$ cat config.mk
export PLATFORM = sky130hd
export DESIGN_NAME = serial_deser
export DESIGN_NICKNAME = d
export VERILOG_FILES = /design/src/rtl/serial_deser_pkg.sv /design/src/rtl/serial_deser_sipo_shift.sv /design/src/rtl/serial_deser.sv
export SDC_FILE = /design/constraint.sdc
export NUM_CORES = 1
export LEC_CHECK = 0
export CORE_AREA = 2 2 45 89
export CTS_BUF_LIST = sky130_fd_sc_hd__clkbuf_8
export CTS_CLUSTER_DIAMETER = 200
export DETAILED_ROUTE_END_ITERATION = 8
export DIE_AREA = 0 0 47 91
export GPL_TIMING_DRIVEN = 0
export PLACE_DENSITY_LB_ADDON = 0.25
export SLEW_MARGIN = 40
export SYNTH_ARGS = -nofsm -noshare
export SYNTH_HDL_FRONTEND = slang
export SYNTH_HIERARCHICAL = 1
export SYNTH_SLANG_ARGS = --single-unit
$ cat constraint.sdc
create_clock -name clk -period 1.7 [get_ports clk]
set_input_delay 0.255 -clock clk [delete_from_list [all_inputs] [get_ports clk]]
set_output_delay 0.255 -clock clk [all_outputs]
set_load 0.1 [all_outputs]
$ cat src/rtl/serial_deser_pkg.sv
// Shared types and constants for the serial-to-parallel deserializer.
// Imported by the shift/count stage and by the output stage.
package serial_deser_pkg;

    localparam int DEFAULT_WIDTH = 8;

    typedef enum logic {
        EMPTY = 1'b0,
        FULL  = 1'b1
    } state_e;

endpackage : serial_deser_pkg

$ cat src/rtl/serial_deser_sipo_shift.sv
// MSB-first serial-in/parallel-out shift register with a per-word bit counter.
// Only the first WIDTH-1 bits are stored; the last bit is taken directly from bit_in.
module sipo_shift
    import serial_deser_pkg::*;
#(
    parameter  int WIDTH = DEFAULT_WIDTH,
    localparam int CW    = $clog2(WIDTH)
) (
    input  logic             clk,
    input  logic             reset,
    input  logic             bit_in,
    input  logic             bit_valid,
    output logic [WIDTH-1:0] data,
    output logic [CW-1:0]    count,
    output logic             done
);

    localparam logic [CW-1:0] LAST_IDX = CW'(WIDTH - 1);

    logic [WIDTH-2:0] shift_q, shift_d;
    logic [CW-1:0]    count_q, count_d;
    logic             last_bit;

    // data is only meaningful in the cycle where done=1.
    assign data     = {shift_q, bit_in};
    assign last_bit = (count_q == LAST_IDX);
    assign done     = bit_valid && last_bit;
    assign count    = count_q;

    // NOTE: every signal written here gets a default first, so no path leaves it unassigned (no latch).
    always_comb begin
        shift_d = shift_q;
        count_d = count_q;
        if (bit_valid) begin
            shift_d = data[WIDTH-2:0];
            count_d = last_bit ? '0 : count_q + CW'(1);
        end
    end

    // NOTE: registers update with non-blocking assignments so every flop samples pre-edge values.
    always_ff @(posedge clk) begin
        if (reset) begin
            shift_q <= '0;
            count_q <= '0;
        end else begin
            shift_q <= shift_d;
            count_q <= count_d;
        end
    end

endmodule : sipo_shift

$ cat src/rtl/serial_deser.sv
// Serial-to-parallel deserializer: collects WIDTH bits MSB-first and presents
// them as a held word with a valid/ready handshake and a sticky drop flag.
module serial_deser
    import serial_deser_pkg::*;
#(
    parameter  int WIDTH = DEFAULT_WIDTH,
    localparam int CW    = $clog2(WIDTH)
) (
    input  logic             clk,
    input  logic             reset,
    input  logic             bit_in,
    input  logic             bit_valid,
    output logic [WIDTH-1:0] word_out,
    output logic             word_valid,
    input  logic             word_ready,
    output logic             overflow,
    output logic [CW-1:0]    bit_count
);

    state_e           state_q, state_d;
    logic [WIDTH-1:0] word_q, word_d;
    logic             overflow_q, overflow_d;

    logic [WIDTH-1:0] sipo_data;
    logic             sipo_done;
    logic             handshake;

    sipo_shift #(
        .WIDTH(WIDTH)
    ) u_sipo (
        .clk      (clk),
        .reset    (reset),
        .bit_in   (bit_in),
        .bit_valid(bit_valid),
        .data     (sipo_data),
        .count    (bit_count),
        .done     (sipo_done)
    );

    assign word_valid = (state_q == FULL);
    assign handshake  = word_valid && word_ready;

    always_comb begin
        state_d    = state_q;
        word_d     = word_q;
        overflow_d = overflow_q;
        case (state_q)
            EMPTY: begin
                if (sipo_done) begin
                    word_d  = sipo_data;
                    state_d = FULL;
                end
            end
            FULL: begin
                // A word completing while the held one is consumed replaces it
                // seamlessly; completing while it is still held drops the new one.
                if (handshake && sipo_done) begin
                    word_d = sipo_data;
                end else if (handshake) begin
                    state_d = EMPTY;
                end else if (sipo_done) begin
                    overflow_d = 1'b1;
                end
            end
            default: state_d = EMPTY;
        endcase
    end

    always_ff @(posedge clk) begin
        if (reset) begin
            state_q    <= EMPTY;
            word_q     <= '0;
            overflow_q <= 1'b0;
        end else begin
            state_q    <= state_d;
            word_q     <= word_d;
            overflow_q <= overflow_d;
        end
    end

    assign word_out = word_q;
    assign overflow = overflow_q;

endmodule : serial_deser

==> impl_summary.md <==
Run status
The flow ran to the end, and the final reports show no timing, DRC or antenna violations.

Detailed routing
After the first detailed-routing iteration, the DRC count stood at 5. Using the TritonRoute via totals, the vias-per-cell ratio works out to 3.878. The residual antenna-violating net count after detailed routing is 0. For this run, the detailed router's first-pass iteration total came to 3. The total wire length is 1.473 mm. The routed layout has between 500 and 600 vias.

Dividing the detail-routed wire length by the instance count gives 9.953 um. The number of design rule violations left after detail routing is 0.

Finish
The library cells used most frequently in the layout, excluding fill and tap cells, are sky130_fd_sc_hd__nand2b_1, sky130_fd_sc_hd__mux2i_1, sky130_fd_sc_hd__dfxtp_1. In the final layout, the share of cells above drive strength 1 is 0.2525. The number of nets at the end of the flow is 108. The antenna diode count is 0. Compared with the post-synthesis result, the final layout area differs by 25.49%. For this run, the share of the core covered by cells in the final layout is 0.2917.

Synthesis
After synthesis, the mean cell area works out to ~11 sq um. The cell area that synthesis handed to floorplanning was a little over 800 sq um. The Yosys step of the flow raised 6 warnings. The number of different library cells used by synthesis comes to 14. By area, the combinational part of the netlist is dominated by simple AND/OR/NAND/NOR gates. Yosys attributes the largest share of cell area to sky130_fd_sc_hd__dfxtp_1, sky130_fd_sc_hd__mux2i_1, sky130_fd_sc_hd__nand2b_1. Of the total synthesized cell area, the portion taken by full adders, half adders and majority gates is 0.03017. The fraction of the mapped netlist area in compound gates was 0.01207. The flip-flop and latch count after synthesis is 20. The cell count after synthesis is 79. The library cell with the largest summed area after synthesis is sky130_fd_sc_hd__dfxtp_1. The number of nets in the synthesized netlist is 86.

Of the total synthesized cell area, the portion taken by AND, OR, NAND and NOR gates is 0.2278. The share of cell area taken by muxes after synthesis is 0.2051. The share of the Yosys chip area taken by registers is 0.4827. The share of synthesized area in the top cell type comes to 0.4827. Of the total synthesized cell area, the portion taken by XOR and XNOR cells is 0.

Global route
Entering global routing, the biggest net connects 11 pins. The global-route wire length before repair is 2.470 mm. In the global route stage, overall resource usage came out at 0.08144. The sum of overflow across all layers after global routing is 0. The number of antenna violations at the first check in global routing was 0. The number of global-route vias before repair was 586.

Die
The die covers 4277 sq um. The initial utilization of the core area, before any placement, comes to 0.2325. The core region is 3568 sq um. For this design the top-level I/O count stands at 18.

The floorplan step set the die height to 91 um. The floorplan has 31 rows. The die is 47 um wide.

CTS
Post-CTS repair changed the size of 0 cells. Clock tree synthesis selected as its root buffer the cell sky130_fd_sc_hd__clkbuf_8. The number of buffers inserted by post-CTS setup repair is 0.

The post-cts hold buffer count is 0. For the worst-skew pair, the clock arrives at the later sink with an insertion delay of 250 ps. The depth of the CTS H-tree is 1. The total number of clock tree sinks is 20. The clock input transition at the sequential cells of the worst setup and hold paths is ~70 ps. The clock passes through at most 2 buffers.

The clock tree from TritonCTS is done. Clock tree synthesis inserted a total of 3 buffers.

Power and ir drop
The share of total power dissipated in the clock network is 0.348. Of the total power, the share spent switching nets is 0.2313. The share of total power dissipated in combinational logic is 0.097. Of the total power, registers draw 0.556. The power density over cell area is ~830 nW/um^2. The internal power of the cells is 0.6655 mW. The reported leakage power is 0.4366 nW. The switching power is between 0.2 and 0.25 mW.

VDD sags by at most 0.3465 mV.

STA
For the pin with the worst max-slew slack, the measured transition is 487.5 ps. The hold violation count in the final report was 0. Setup repair after global routing left no endpoint under its margin. On the final layout, the worst clock skew is 0.9549 ps. The part of the cycle the worst path needs is 0.8679. The achievable clock frequency is 677.8 MHz. The final max-slew violation count is 0.

Headroom to the max-slew limit came out at 0.6772. Setup violations remaining at the end of the flow were counted as 0. Counting I/O delays and the setup requirement, the final critical path takes 1475 ps. The tightest hold path in the finished design has a slack of around 470 ps.

Placement
Port buffering added 17 buffers. The HPWL after detailed placement is 1.154 mm. Routability-driven placement finished with a final weighted congestion of 0.6974.

Critical path
The number of cells traversed by the worst register-to-register path is 6. The worst register-to-register path begins at u_sipo/count[0]. Traced cell by cell, the critical path runs through clkdlybuf4s50_1 -> buf_4 -> and2_1 -> nor2b_2 -> buf_6 -> mux2i_1. The worst setup path is captured at a register. The setup slack of the most critical reg-to-reg path is 260 ps.

In this run the critical register-to-register path is captured at word_out[5]. STA puts the critical path data required time at 1880 ps. The critical path launch point type is a primary input.

On the worst path, the slowest cell contributes a delay of 480 ps. The largest fanout on the critical path is 10. The highest-delay cell along the critical path is sky130_fd_sc_hd__clkdlybuf4s50_1. The critical path contains buffers and inverters numbering 3 combined. The arrival time reported for the critical path endpoint is 1660 ps. The cell family contributing the most delay on the critical path is buffers and inverters.

The classification of the worst setup path is in -> reg. Tracing the worst setup path back leads to its startpoint at bit_valid.

Worst hold path
For hold timing, the worst endpoint is overflow. The tightest min-delay check is of the reg -> reg type. The worst hold path was traced through 2 stages. In this run the most critical hold path is launched from overflow.

Run
The tool flagged a number of max-cap violations equal to 0.
==> layout make-up <==
type                            instances  area (sq um)
Fill cell                             414          2527
Sequential cell                        20         404.1
Multi-Input combinational cell         54         394.1
Timing Repair Buffer                   17         105.1
Tap cell                               49         61.31
Clock buffer                            3         41.29
Buffer                                  5         35.03
==> power groups by stage <==
stage	sequential [mW]	clock, mW	combinational, mW
4_1_cts	0.481	0.319	0.0853
2_1_floorplan	0.519	0	0.0341
3_5_place_dp	0.492	0	0.0849
3_3_place_gp	0.492	0	0.0876
6_report	0.481	0.301	0.0835
5_1_grt	0.482	0.339	0.0896
==> layer usage <==
metal  global-route usage  vias to the layer above  wire length, um
met2               0.1393                       13              807
met4              0.06250                        0               57
met5                    0                        -                0
met1              0.07503                      261              528
met3              0.01789                        5               79
li1                     -                      295                -
==> metrics by stage <==
stage	setup slack, ps	total power, mW	setup TNS, ps	area, sq um	instances
after floorplan	8.052	0.5533	0	833.3	79
after global placement	-22.70	0.5796	-49.10	1065	145
after detailed placement	-33.79	0.5770	-170.7	999.7	145
after CTS	231.0	0.8849	0	1041	148
after global routing	133.4	0.9108	0	1041	148
final	224.6	0.8658	0	1041	148
==> worst min-delay path, cell delays in order (launching register included) <==
cell and delay, ps:
sky130_fd_sc_hd__dfxtp_1 320, sky130_fd_sc_hd__a21oi_1 40, sky130_fd_sc_hd__nor2_1 70
==> worst max path at each step <==
| stage | slack (ps) | end | cells past startpoint |
|---|---|---|---|
| floorplan | 8 | word_out[0] | 6 |
| CTS | 230 | word_out[5] | 6 |
| finish | 220 | word_out[5] | 6 |
| detailed placement | -30 | word_out[5] | 6 |
| global placement | -20 | bit_count[0] | 1 |
| global route | 130 | word_out[4] | 6 |
==> synth_stat cells <==
| library cell | number |
|---|---|
| sky130_fd_sc_hd__clkbuf_1 | 1 |
| sky130_fd_sc_hd__buf_6 | 1 |
| sky130_fd_sc_hd__or3b_1 | 1 |
| sky130_fd_sc_hd__a21oi_1 | 2 |
| sky130_fd_sc_hd__nor2b_4 | 1 |
| sky130_fd_sc_hd__dfxtp_1 | 20 |
| sky130_fd_sc_hd__buf_4 | 2 |
| sky130_fd_sc_hd__mux2i_1 | 17 |
| sky130_fd_sc_hd__and2_1 | 1 |
| sky130_fd_sc_hd__nor2_1 | 12 |
| sky130_fd_sc_hd__nand2b_1 | 17 |
| sky130_fd_sc_hd__buf_2 | 1 |
| sky130_fd_sc_hd__ha_1 | 2 |
| sky130_fd_sc_hd__nor2b_2 | 1 |
==> state kept, by name (all words and copies together) (netlist names) <==
signal / count
overflow: 1
u_sipo/count: 3
word_out: 8
word_valid: 1
u_sipo/shift_q: 7
==> kinds of logic (layout without fill, tap and decap cells) <==
logic type / count (synthesis) / after routing
AND/OR/NAND/NOR: 33 / 33
flip-flops: 20 / 20
multiplexers: 17 / 17
buffers and inverters: 5 / 25
adder cells (fa/ha/maj): 2 / 2
AO/OA/AOI/OAI: 2 / 2
Note: power is estimated with default switching activity, not from simulation.
